--- src/rtl/mole_game_ctrl.sv ---
// mole_game_ctrl: whack-a-mole phase controller sequencing idle, play, fever and game-over on a tick,
// scoring latched one-hot key presses against the displayed mole pattern.
module mole_game_ctrl #(
    parameter int GAME_TIME   = 45,
    parameter int FEVER_COMBO = 10,
    parameter int FEVER_TICKS = 3,
    parameter int NORMAL_PTS  = 1,
    parameter int FEVER_PTS   = 3,
    parameter int SCORE_W     = 8
) (
    input  logic               clk,
    input  logic               RESET_N,
    input  logic               start,
    input  logic               tick,
    input  logic [7:0]         keypad,
    input  logic [7:0]         rnd,
    output logic [7:0]         mole,
    output logic [SCORE_W-1:0] score,
    output logic [3:0]         combo,
    output logic [7:0]         timer,
    output logic               fever,
    output logic               game_over,
    output logic               hit_pulse
);
    typedef enum logic [1:0] {IDLE, PLAY, FEVER, OVER} state_t;

    localparam logic [7:0]       GAME_T  = 8'(GAME_TIME);
    localparam logic [3:0]       FEVER_C = 4'(FEVER_COMBO);
    localparam logic [3:0]       FEVER_N = 4'(FEVER_TICKS);
    localparam logic [SCORE_W:0] NORM_INC  = (SCORE_W+1)'(NORMAL_PTS);
    localparam logic [SCORE_W:0] FEVER_INC = (SCORE_W+1)'(FEVER_PTS);

    state_t             state, state_n;
    logic [7:0]         mole_n, timer_n, key_lat, key_lat_n, pat, timer_dec;
    logic [SCORE_W-1:0] score_n, score_sat;
    logic [SCORE_W:0]   sum;
    logic [3:0]         combo_n, fever_cnt, fever_cnt_n, combo_inc, fc1;
    logic               fever_n, game_over_n, hit, key_onehot;

    always_comb begin
        key_onehot = (keypad != 8'd0) && ((keypad & (keypad - 8'd1)) == 8'd0);
        hit        = tick && (state == PLAY || state == FEVER) && |(mole & key_lat);
        pat        = (rnd == 8'd0) ? 8'h01 : rnd;
        sum        = {1'b0, score} + ((state == FEVER) ? FEVER_INC : NORM_INC);
        score_sat  = sum[SCORE_W] ? '1 : sum[SCORE_W-1:0];
        combo_inc  = hit ? ((combo == 4'hF) ? 4'hF : combo + 4'd1) : 4'd0;
        fc1        = fever_cnt + 4'd1;
        timer_dec  = (timer == 8'd0) ? 8'd0 : timer - 8'd1;
        state_n     = state;
        mole_n      = mole;
        score_n     = score;
        combo_n     = combo;
        timer_n     = timer;
        fever_n     = fever;
        game_over_n = game_over;
        fever_cnt_n = fever_cnt;
        key_lat_n   = tick ? 8'd0 : (key_onehot ? keypad : key_lat);
        case (state)
            IDLE, OVER: begin
                if (start) begin
                    state_n     = PLAY;
                    score_n     = '0;
                    combo_n     = 4'd0;
                    fever_cnt_n = 4'd0;
                    timer_n     = GAME_T;
                    mole_n      = pat;
                    key_lat_n   = 8'd0;
                    fever_n     = 1'b0;
                    game_over_n = 1'b0;
                end else if (tick && state == OVER) begin
                    mole_n = ~mole;
                end
            end
            PLAY, FEVER: begin
                if (tick) begin
                    if (hit)
                        score_n = score_sat;
                    timer_n = timer_dec;
                    combo_n = (state == PLAY) ? combo_inc : fc1;
                    // timeout wins over both fever entry and fever exit
                    if (timer == 8'd1) begin
                        state_n     = OVER;
                        timer_n     = 8'd0;
                        fever_n     = 1'b0;
                        game_over_n = 1'b1;
                        mole_n      = 8'h00;
                        fever_cnt_n = 4'd0;
                    end else if (state == PLAY && combo_inc == FEVER_C) begin
                        state_n     = FEVER;
                        fever_n     = 1'b1;
                        fever_cnt_n = 4'd0;
                        combo_n     = 4'd0;
                        mole_n      = 8'hF0;
                    end else if (state == PLAY) begin
                        mole_n = pat;
                    end else if (fc1 == FEVER_N) begin
                        state_n     = PLAY;
                        fever_n     = 1'b0;
                        combo_n     = 4'd0;
                        fever_cnt_n = 4'd0;
                        mole_n      = pat;
                    end else begin
                        fever_cnt_n = fc1;
                        mole_n      = (mole == 8'hF0) ? 8'h0F : 8'hF0;
                    end
                end
            end
            default: state_n = IDLE;
        endcase
    end

    always_ff @(posedge clk or negedge RESET_N) begin
        if (!RESET_N) begin
            state     <= IDLE;
            mole      <= 8'h00;
            score     <= '0;
            combo     <= 4'd0;
            timer     <= GAME_T;
            fever     <= 1'b0;
            game_over <= 1'b0;
            hit_pulse <= 1'b0;
            key_lat   <= 8'd0;
            fever_cnt <= 4'd0;
        end else begin
            state     <= state_n;
            mole      <= mole_n;
            score     <= score_n;
            combo     <= combo_n;
            timer     <= timer_n;
            fever     <= fever_n;
            game_over <= game_over_n;
            hit_pulse <= hit;
            key_lat   <= key_lat_n;
            fever_cnt <= fever_cnt_n;
        end
    end
endmodule

--- config.mk ---
export PLATFORM = sky130hd
export DESIGN_NAME = mole_game_ctrl
export DESIGN_NICKNAME = d
export VERILOG_FILES = /design/src/rtl/mole_game_ctrl.sv
export SDC_FILE = /design/constraint.sdc
export NUM_CORES = 1
export LEC_CHECK = 0
export CAP_MARGIN = 20
export CELL_PAD_IN_SITES_DETAIL_PLACEMENT = 2
export CELL_PAD_IN_SITES_GLOBAL_PLACEMENT = 2
export CORE_UTILIZATION = 35
export CTS_CLUSTER_DIAMETER = 40
export DETAILED_ROUTE_END_ITERATION = 10
export GPL_TIMING_DRIVEN = 0
export PLACE_DENSITY_LB_ADDON = 0.1
export SYNTH_ARGS = -nofsm -noshare
export SYNTH_HDL_FRONTEND = slang
export SYNTH_SLANG_ARGS = --single-unit
--- constraint.sdc ---
create_clock -name clk -period 3.8 [get_ports clk]
set_clock_uncertainty 0.15 [all_clocks]
set_input_delay 0.76 -clock clk [delete_from_list [all_inputs] [get_ports clk]]
set_output_delay 0.76 -clock clk [all_outputs]
set_load 0.005 [all_outputs]
==> results.ini <==
[status]
status=complete, no violations

[job]
cap_violations=0

[floorplanning]
num_rows=32
core_area_um2=7687
start_util=0.3599
io_pins=51
die_x_um=90.91
die_area_um2=8264
die_y_um=90.91

[sta]
max_freq_mhz=348.4
final-setup-viol-count=0
grt_setup_unrepaired=no
fin_setup_tns_ns=0
slew_violations=0
slew_headroom=0.4698
fin_crit_ns=2.870
fin_crit_sh=0.7554
tightestPinTransition_ns=0.7922
setup_slack_ns=0.9297
hold_violations=0

[global_routing]
grt-ovfl-total=0
grt_max_degree=31
grt_pass1_vias=2781
grt_pass1_wl_um=14720
track_usage=0.2210
antenna_found_initial=0

[place]
pre_cts_ws_ns=0.5863
gp_congestion=0.7499
port_buffers=50
dpl.hpwl_um=6593
dp.cells=444

[clocking]
cts.sinks=45
clock_path_buffers=2
clk_latency_ns=0.30
h-tree-depth=2
cts_tree=yes
cts-root-buf=clkbuf_8
holdBufCountCts=0
path_clk_slew_ns=0.09
cts_resized=0
post_cts_buffers=0
cts_buffers=5

[synth]
synth-seq-cells=45
synth_area_um2=2766
yosys_warnings=0
syn_area_per_cell_um2=9.507
ys_seq_area_frac=0.4089
synth-edff-count=0
synthDistinctLibCells=64
synthTopCellsByArea=dfrtp_1, ha_1, dfstp_2
synth_top_flop_cell=dfrtp_1
syn_inst=291
syn-num-nets=321
yosysTopAreaCellShare=0.3709
synthArstFlopShare=1.000
synth_area_leader_cell=dfrtp_1

[pwr]
power_frac_comb=0.455
pwr-share-seq=0.393
p_total_w=0.002012
pwr-share-clk=0.152
power.switching_w=0.0008344
p_int_w=0.001178
swShare=0.4147
power_density_nw_per_um2=576.1
ir_drop_v=0.0002269
cellLeakagePower_nw=1.439

[hold_path]
min_path_type=primary input to async pin

[detailed_routing]
drt_iter0_markers=88
vias=2614
drt-wirelength-per-cell_um=19.35
wirelength_um=8747
ant_nets=0
drc=0
dr.pass1.iters=4
viasPerCell=5.783

[worst_setup_path]
required_ns=3.85
path_cells=clkdlybuf4s50_1 > nor2b_1 > clkbuf_8 > nor2_2 > a2bb2oi_1 > o21ai_0 > o31ai_1
critPathSlowestCell=a2bb2oi_1
critPathKind=primary input to flop
worstPathArrival_ns=2.92
start_kind=primary input
cp_max_fo=9
cp_top_family=compound AO/OA/AOI/OAI gates
cp_slowest_stage_delay_ns=0.71
crit_buf_inv=2
cp-end-kind=flop

[final_layout]
final_nets=379
insertedDiodeCount=0
instances_no_fill=452
drive_above_1_share=0.08571
area_growth_pct=26.23

-- worst reg2reg max path: cells and delay by family (launching register included) --
| kind | cells | cell delay (ns) |
|---|---|---|
| compound gates | 3 | 1.02 |
| fa+ha+maj | 1 | 0.30 |
| buf+inv | 2 | 0.20 |
| flops | 1 | 0.41 |
| simple gates | 2 | 0.57 |
-- sequential cells by signal, indices dropped and copies added, names as in the netlist --
register   cells
combo          4
mole           8
timer          8
game_over      1
fever_cnt      4
fever          1
score          8
key_lat        8
hit_pulse      1
state          2
-- cell usage after synthesis, types with 5 or more instances --
library cell / number
nor2_1: 19
o21ai_0: 11
ha_1: 9
a21oi_1: 18
nor4_1: 7
inv_1: 18
a22o_1: 7
nor3_1: 8
o22ai_1: 8
nand3_1: 10
dfrtp_1: 41
a221o_1: 5
a31oi_1: 6
o211ai_1: 6
a22oi_1: 9
and2_1: 5
nand2_1: 23
and3_1: 6
-- per-stage QoR --
stage | hold slack [ns] | instance area [µm²] | util
floorplan | 0.3144 | 2766 | -
global placement | 0.3410 | 3395 | 0.4416
detailed placement | 0.3381 | 3410 | 0.4435
CTS | 0.2249 | 3492 | 0.4543
global route | 0.2384 | 3492 | 0.4543
finish | 0.2166 | 3492 | 0.4543
-- cells in the final DEF (no fill, tap or decap), types with 6 or more instances in the layout --
cell and instances:
nor4_1 7, nor3_1 8, o211ai_1 6, and3_1 6, nand2_1 23, nand3_1 10
dfrtp_1 41, a21oi_1 18, o21ai_0 11, a22o_1 7, clkbuf_8 7, inv_1 18
a22oi_1 9, ha_1 9, clkdlybuf4s50_1 49, nor2_1 19, a31oi_1 6, o22ai_1 8
-- per-layer routing --
layer / share of wire / vias to the layer above / track usage
met5: 0 / - / 0
met4: 0.0082 / 0 / 0.04101
met3: 0.023 / 6 / 0.03030
met2: 0.47 / 41 / 0.3687
met1: 0.49 / 1343 / 0.3077
li1: - / 1224 / -
-- worst paths after layout --
| kind | from | end | slack [ns] | depth (start not counted) |
|---|---|---|---|---|
| hold / removal | RESET_N | key_lat[5] | 0.22 | 1 |
| hold reg to reg | key_lat[0] | key_lat[0] | 0.36 | 1 |
| max in group asynchronous | RESET_N | timer[0] | 2.70 | 2 |
| setup / recovery | tick | state[1] | 0.93 | 7 |
| min in group clk | key_lat[0] | key_lat[0] | 0.36 | 1 |
| setup reg to reg | state[0] | state[1] | 1.05 | 8 |
-- logic make-up (layout without fill, tap and decap cells) --
| family | Yosys count | after routing | synth area share |
|---|---|---|---|
| buffers and inverters | 28 | 87 | 0.05110 |
| adder cells (fa/ha/maj) | 11 | 11 | 0.05156 |
| multiplexers | 1 | 1 | 0.003618 |
| AND/OR/NAND/NOR | 105 | 105 | 0.2157 |
| flip-flops | 45 | 45 | 0.4089 |
| AO/OA/AOI/OAI | 98 | 98 | 0.2596 |
| XOR/XNOR | 3 | 3 | 0.009500 |
-- power groups by stage --
stage,clock network (W),registers (W),logic [W]
floorplan,0,0.000752,0.000537
global placement,0,0.000792,0.000887
detailed placement,0,0.000799,0.000923
CTS,0.000309,0.000791,0.000928
global route,0.000325,0.000814,0.00103
finish,0.000306,0.000791,0.000915
-- final cells by class --
cell class                      count  area (µm²)
Multi-Input combinational cell    218        1494
Clock buffer                        6       72.57
Buffer                              9       70.07
Clock inverter                      2       10.01
Timing Repair Buffer               51       515.5
Sequential cell                    45        1131
Inverter                           19       71.32
Tap cell                          102       127.6
Fill cell                         841        4195
Note: power is estimated with default switching activity, not from simulation.
